**src/rtl/theta_stage_if.sv**
```systemverilog
// Stream bundle for theta_stage: slice input stream plus indexed slice output stream.
interface theta_stage_if #(
  parameter int unsigned IDX_W = 6
);
  logic             in_valid;
  logic             in_ready;
  logic [24:0]      in_slice;
  logic             out_valid;
  logic             out_ready;
  logic [24:0]      out_slice;
  logic [IDX_W-1:0] out_index;

  modport slave (
    input  in_valid, in_slice, out_ready,
    output in_ready, out_valid, out_slice, out_index
  );

  modport master (
    output in_valid, in_slice, out_ready,
    input  in_ready, out_valid, out_slice, out_index
  );
endinterface

```
**src/rtl/theta_stage.sv**
```systemverilog
// Column-parity mixing stage: buffers a full frame of 5x5 slices, then emits each slice
// mixed with its own and its predecessor's column parity. Optional macro: THETA_BYPASS_EN.
module theta_stage #(
  parameter int unsigned NSLICE = 64,
  parameter int unsigned IDX_W  = 6
) (
  input  logic              clk,
  input  logic              rst,
  theta_stage_if.slave      bus,
`ifdef THETA_BYPASS_EN
  input  logic              bypass,
`endif
  output logic              busy,
  output logic              done
);

  localparam logic [IDX_W-1:0] LAST_IDX = IDX_W'(NSLICE - 1);

  typedef enum logic [1:0] {S_LOAD, S_EMIT, S_DONE} state_t;

  state_t           r_state;
  state_t           w_state_nxt;

  logic [24:0]      r_mem [NSLICE];
  logic [4:0]       r_par [NSLICE];

  logic [IDX_W-1:0] r_cnt;
  logic             r_in_ready;
  logic             r_out_valid;
  logic [24:0]      r_out_slice;
  logic [IDX_W-1:0] r_out_index;
  logic             r_busy;
  logic             r_done;

  logic             w_in_fire;
  logic             w_out_fire;
  logic             w_last_in;
  logic             w_last_out;
  logic [4:0]       w_in_par;
  logic [IDX_W-1:0] w_next_idx;

  logic [IDX_W-1:0] w_cnt_d;
  logic             w_in_ready_d;
  logic             w_out_valid_d;
  logic [24:0]      w_out_slice_d;
  logic [IDX_W-1:0] w_out_index_d;
  logic             w_busy_d;
  logic             w_done_d;
  logic             w_bypass;

  function automatic logic [4:0] col_parity(input logic [24:0] a);
    logic [4:0] c;
    c = '0;
    for (int x = 0; x < 5; x++)
      for (int y = 0; y < 5; y++)
        c[x] = c[x] ^ a[5*y + x];
    return c;
  endfunction

  // a ^ C[z][x-1] ^ C[z-1][x+1], column indices mod 5
  function automatic logic [24:0] theta_mix(input logic [24:0] a, input logic [4:0] cz,
                                            input logic [4:0] cp);
    logic [24:0] r;
    r = '0;
    for (int x = 0; x < 5; x++)
      for (int y = 0; y < 5; y++)
        r[5*y + x] = a[5*y + x] ^ cz[(x + 4) % 5] ^ cp[(x + 1) % 5];
    return r;
  endfunction

`ifdef THETA_BYPASS_EN
  assign w_bypass = bypass;
`else
  assign w_bypass = 1'b0;
`endif

  assign w_in_fire  = bus.in_valid && r_in_ready;
  assign w_out_fire = r_out_valid && bus.out_ready;
  assign w_last_in  = w_in_fire && (r_cnt == LAST_IDX);
  assign w_last_out = w_out_fire && (r_out_index == LAST_IDX);
  assign w_in_par   = col_parity(bus.in_slice);
  assign w_next_idx = r_out_index + IDX_W'(1);

  always_ff @(posedge clk) begin
    if (rst) r_state <= S_LOAD;
    else     r_state <= w_state_nxt;
  end

  always_comb begin
    w_state_nxt = r_state;
    unique case (r_state)
      S_LOAD:  if (w_last_in)  w_state_nxt = S_EMIT;
      S_EMIT:  if (w_last_out) w_state_nxt = S_DONE;
      S_DONE:  w_state_nxt = S_LOAD;
      default: w_state_nxt = S_LOAD;
    endcase
  end

  // Next values of the registered outputs; slice 0 uses the parity of the slice arriving now
  always_comb begin
    w_cnt_d       = w_in_fire ? r_cnt + IDX_W'(1) : r_cnt;
    w_in_ready_d  = (w_state_nxt == S_LOAD);
    w_out_valid_d = (w_state_nxt == S_EMIT);
    w_done_d      = (w_state_nxt == S_DONE);
    w_busy_d      = (w_state_nxt != S_LOAD) || (w_cnt_d != '0);
    w_out_slice_d = r_out_slice;
    w_out_index_d = r_out_index;
    if (r_state == S_LOAD && w_last_in) begin
      w_out_index_d = '0;
      w_out_slice_d = w_bypass ? r_mem[0] : theta_mix(r_mem[0], r_par[0], w_in_par);
    end else if (r_state == S_EMIT && w_out_fire && !w_last_out) begin
      w_out_index_d = w_next_idx;
      w_out_slice_d = w_bypass ? r_mem[w_next_idx]
                               : theta_mix(r_mem[w_next_idx], r_par[w_next_idx],
                                           r_par[r_out_index]);
    end
  end

  always_ff @(posedge clk) begin
    if (rst) begin
      r_cnt       <= '0;
      r_in_ready  <= 1'b1;
      r_out_valid <= 1'b0;
      r_out_slice <= '0;
      r_out_index <= '0;
      r_busy      <= 1'b0;
      r_done      <= 1'b0;
    end else begin
      r_cnt       <= w_cnt_d;
      r_in_ready  <= w_in_ready_d;
      r_out_valid <= w_out_valid_d;
      r_out_slice <= w_out_slice_d;
      r_out_index <= w_out_index_d;
      r_busy      <= w_busy_d;
      r_done      <= w_done_d;
    end
  end

  // Frame storage is deliberately not reset
  always_ff @(posedge clk) begin
    if (!rst && w_in_fire) begin
      r_mem[r_cnt] <= bus.in_slice;
      r_par[r_cnt] <= w_in_par;
    end
  end

  assign bus.in_ready  = r_in_ready;
  assign bus.out_valid = r_out_valid;
  assign bus.out_slice = r_out_slice;
  assign bus.out_index = r_out_index;
  assign busy          = r_busy;
  assign done          = r_done;

endmodule

```
**src/flat_wrapper.sv**
```systemverilog
// flat-port wrapper written by rule: the top's interface ports become plain ports
module theta_stage_flat 
#(
  parameter int unsigned NSLICE = 64,
  parameter int unsigned IDX_W  = 6
)
  (clk, rst, busy, done, bus_in_valid, bus_in_slice, bus_out_ready, bus_in_ready, bus_out_valid, bus_out_slice, bus_out_index);
  theta_stage_if #(.IDX_W(IDX_W)) bus_i ();
  input  logic clk;
  input  logic rst;
  output logic busy;
  output logic done;
  input wire logic [$bits(bus_i.in_valid)-1:0] bus_in_valid;
  input wire logic [$bits(bus_i.in_slice)-1:0] bus_in_slice;
  input wire logic [$bits(bus_i.out_ready)-1:0] bus_out_ready;
  output wire logic [$bits(bus_i.in_ready)-1:0] bus_in_ready;
  output wire logic [$bits(bus_i.out_valid)-1:0] bus_out_valid;
  output wire logic [$bits(bus_i.out_slice)-1:0] bus_out_slice;
  output wire logic [$bits(bus_i.out_index)-1:0] bus_out_index;
  assign bus_i.in_valid = bus_in_valid;
  assign bus_i.in_slice = bus_in_slice;
  assign bus_i.out_ready = bus_out_ready;
  assign bus_in_ready = bus_i.in_ready;
  assign bus_out_valid = bus_i.out_valid;
  assign bus_out_slice = bus_i.out_slice;
  assign bus_out_index = bus_i.out_index;
  theta_stage #(.NSLICE(NSLICE), .IDX_W(IDX_W)) u_core (.clk(clk), .rst(rst), .bus(bus_i), .busy(busy), .done(done));
endmodule
```
**config.mk**
```make
export PLATFORM = sky130hd
export DESIGN_NAME = theta_stage_flat
export DESIGN_NICKNAME = d
export VERILOG_FILES = /design/src/rtl/theta_stage_if.sv /design/src/rtl/theta_stage.sv /design/src/flat_wrapper.sv
export SDC_FILE = /design/constraint.sdc
export NUM_CORES = 2
export LEC_CHECK = 0
export BUFFER_PORTS_ARGS = -buffer_cell sky130_fd_sc_hd__buf_2
export CELL_PAD_IN_SITES_DETAIL_PLACEMENT = 0
export CELL_PAD_IN_SITES_GLOBAL_PLACEMENT = 1
export CORE_ASPECT_RATIO = 1.1
export CORE_MARGIN = 5
export CORE_UTILIZATION = 50
export DETAILED_ROUTE_END_ITERATION = 16
export PLACE_DENSITY = 0.79
export SYNTH_ARGS = -nofsm -noshare
export SYNTH_HDL_FRONTEND = slang
export SYNTH_SLANG_ARGS = --single-unit
```
**constraint.sdc**
```tcl
create_clock -name clk -period 4.45 [get_ports clk]
set_input_delay 0 -clock clk [delete_from_list [all_inputs] [get_ports clk]]
set_output_delay 0 -clock clk [all_outputs]
set_load 0.005 [all_outputs]
```
==> impl_results.md <==
* Startpoint Class: register
* Io pins at 64
* Worst-path clk slew at roughly 0.060 ns
* Power density over the cells at ~410 nW/um^2
* Slew margin rel. at 24.8%
* Core footprint at 158000 sq um
* Die Width at 390 um
* Initial Utilization at 50.2%
* Worst hold stages at 2
* Fin worst setup slack at 0.298 ns
* Async set or reset register ratio after synthesis at 0%
* R2R depth at 11
* Via count at 41600
* Area Growth Syn to Fin at 13.1%
* Setup Slack @ Placement at 0.402 ns
* Final Wtd Congestion at around 0.82
* Leak pwr at 27.9 nW
* Post-synthesis cell area at 79400 sq um
* Share of layout cells above drive strength 1 at 27.7%
* Post-Route Skew at 0.0284 ns
* Hold Path Sink: u_core.r_mem[2][10]
* Root Buffer: clkbuf_16
* Syn Area/Cell at roughly 20 sq um
* CP max stage delay at 0.67 ns
* Unique masters post-synth at 60
* H-tree depth at 4
* Peak supply drop at 0.443 mV
* Switching power total at ~0.0075 W
* Most frequent CP cell: o22ai_1
* Fmax at 0.241 GHz
* Crit path required time at 5.17 ns
* Crit end category: register
* Min-delay worst type: in2reg
* Levels on crit path at 11
* Share of the synthesized area in the top cell type at 72.6%
* Count leader, synth: edfxtp_1
* Fill cells at 11600
* Max-cap violations at 0
* Status: finished, final reports clean
* Min Tclk post-route at 4.15 ns
* Clock buffer depth at 3
* YS warnings at 0
* Sequential power share at 56.1%
* Post-Syn Nets at 4002
* Top post-synthesis cells by area: edfxtp_1 73%, mux4_2 16%, nand2_1 2.4%
* Post-DP HPWL at 123000 um
* Global-route usage over all layers at between 20% and 30%
* Die height at 428 um
* Die Area at 167000 sq um
* Final TNS setup at 0 ns
* Sw Ratio at 20.4%
* Post-synth EDFFs at roughly 1900
* Clk Latency, worst-skew pair at 0.81 ns
* Most area-hungry cell type in the Yosys netlist: edfxtp_1
* Final period util at 93.3%
* Critical path arrival at 4.87 ns
* WS Path Type: reg2reg
* Crit-path slowest cell: dfxtp_1
* PortBufs at 63
* Final Hold Viols at 0
* Core Rows at roughly 150
* Clock Sink Count at 1969
* Cells after Synth at 3971
* RSZ-0062 raised after global routing: no
* Largest net degree at the start of global routing at 86
* Vias in the first global route at 41500
* # DRC at 0
* GRT overflow at 0
* Synth cell count leaders: 1920 x edfxtp_1, 575 x mux4_2, 504 x nand2_1, 104 x a21oi_1, 87 x nor2_1
* Setup Buffers After CTS at 0
* Logic gate share of total power at under 10%
* Slew Limit Fails at 0
* Worst R2R Start: u_core.bus.out_index[2]
* WL/cell at 32.2 um
* Reg2reg end: u_core.bus.out_slice[13]
* ANT nets after route at 0
* Post-layout nets at about 4300
* First-pass GRT wire length at 300000 um
* Final wirelength at 208000 um
* Worst path cell trace: nand3_2 -> xnor2_2 -> buf_12 -> buf_4 -> mux2i_1 -> o22ai_1 -> o22ai_1 -> buf_4 -> and2_1 -> xnor3_1 -> o22ai_1
* DRT iter0 DRCs at 5653
* Int Power at 0.0292 W
* Bufs and invs on worst path at 3
* Seq cells post-synth at between 1500 and 2000
* Final setup fails at 0
* Antenna violations before repair at 6
* CTS buffer count at 185
* Internal reg-to-reg setup slack at 0.30 ns
* Least-Margin Pin Slew at 1.13 ns
* CTS tree: done
* Main synth FF type: edfxtp_1
* Hold Crit Start: bus_in_slice[10]
* TritonRoute pass-1 iters at 6
* Sequential area share after synthesis at 73.8%
* Vias per std cell at 6.43
* Delay-heaviest family, CP: buffers and inverters
* Top fanout value on the critical path at 33
* Clock power share at 41.4%
==> cells in the final DEF (no fill, tap or decap), drive strengths merged, types with 5 or more instances in the layout <==
master          n
a21oi         104
a221oi         12
a22o            6
a22oi          29
a311o          10
a31oi          37
a32oi           8
and2            7
and3           52
buf           284
bufinv         10
clkbuf        236
clkinv         81
clkinvlp        8
dfxtp          49
dlygate4sd3    29
edfxtp       1920
inv             7
mux2i          26
mux4          575
nand2         504
nand2b          5
nand3          63
nor2           87
nor2b           9
nor3           12
o21ai          15
o221ai         15
o22ai          46
or2            10
xnor2          23
xnor3          20
xor2           39
==> metal layers <==
layer / part of all wire (%) / GRT usage [%] / routed length, um
met3: 8.9 / 3.99 / 18600
met5: 0.013 / 0 / 27
met2: 49 / 39.5 / 101000
met1: 38 / 34.8 / 78800
met4: 4.6 / 10.6 / 9650
==> cell families after synthesis <==
family / count (synthesis) / share of synthesized area (%)
buffers and inverters: 250 / 1.72
XOR/XNOR: 82 / 1.26
adder cells (fa/ha/maj): 2 / 0.0315
multiplexers: 604 / 16.7
AO/OA/AOI/OAI: 296 / 2.42
AND/OR/NAND/NOR: 768 / 4.10
flip-flops: 1969 / 73.8
==> worst reg2reg max path: stages, from the launching register on <==
cell     delay, ns
dfxtp_1       0.67
nand3_2       0.25
xnor2_2       0.23
buf_12        0.28
buf_4         0.44
mux2i_1       0.51
o22ai_1       0.14
o22ai_1       0.39
buf_4         0.26
and2_1        0.36
xnor3_1       0.38
o22ai_1       0.14
==> sequential cells by signal, summed over array words and instances (netlist names), named ones only <==
signal and flops:
u_core.r_mem 1600, u_core.bus.in_ready 1, u_core.bus.out_index 6, u_core.r_state 2
u_core.busy 1, u_core.done 1, u_core.r_cnt 6, u_core.bus.out_valid 1
u_core.bus.out_slice 25, u_core.r_par 320
==> what timing repair did <==
item                                    CTS  global route
gates resized for setup                   0             0
endpoints found under the hold margin  1584             0
hold buffers                             29             0
==> layout make-up <==
| cell class | instances | area, sq um | share of cell area [%] |
|---|---|---|---|
| multi-input combinational | 1752 | 20100 | 22.3 |
| tap | 2092 | 2620 | 2.91 |
| clock buffer | 236 | 4970 | 5.53 |
| sequential | 1969 | 58600 | 65.3 |
| timing repair buffer | 313 | 2750 | 3.06 |
| inverter | 2 | 7.51 | 0.00835 |
| antenna | 3 | 7.51 | 0.00835 |
| clock inverter | 104 | 812 | 0.903 |
==> worst max path at each step <==
stage | from | end
2_1_floorplan | bus_in_slice[16] | u_core.bus.out_slice[10]
3_3_place_gp | u_core.bus.out_index[2] | u_core.bus.out_slice[3]
3_5_place_dp | u_core.bus.out_index[2] | u_core.bus.out_slice[3]
4_1_cts | u_core.bus.out_index[2] | u_core.bus.out_slice[3]
5_1_grt | u_core.bus.out_index[2] | u_core.bus.out_slice[23]
6_report | u_core.bus.out_index[2] | u_core.bus.out_slice[13]
==> through the flow <==
step | instances | instance area [sq um] | util, % | total power (W) | hold WS, ns
2_1_floorplan | 3971 | 79400 | - | 0.0214 | 0.0989
3_3_place_gp | 6099 | 83800 | 53.0 | 0.0218 | 0.304
3_5_place_dp | 6099 | 83800 | 53.0 | 0.0219 | 0.303
4_1_cts | 6468 | 89900 | 56.8 | 0.0369 | 0.0189
5_1_grt | 6469 | 89900 | 56.8 | 0.0378 | 0.0387
6_report | 6471 | 89900 | 56.8 | 0.0367 | 0.0710
==> power groups by stage <==
stage | Clock (W) | Combinational, W | Sequential, W
6_report | 0.0152 | 0.000921 | 0.0206
5_1_grt | 0.0162 | 0.000971 | 0.0206
4_1_cts | 0.0154 | 0.000914 | 0.0206
3_5_place_dp | 0 | 0.000894 | 0.0210
3_3_place_gp | 0 | 0.000858 | 0.0210
2_1_floorplan | 0 | 0.000353 | 0.0210
Note: power is estimated with default switching activity, not from simulation.
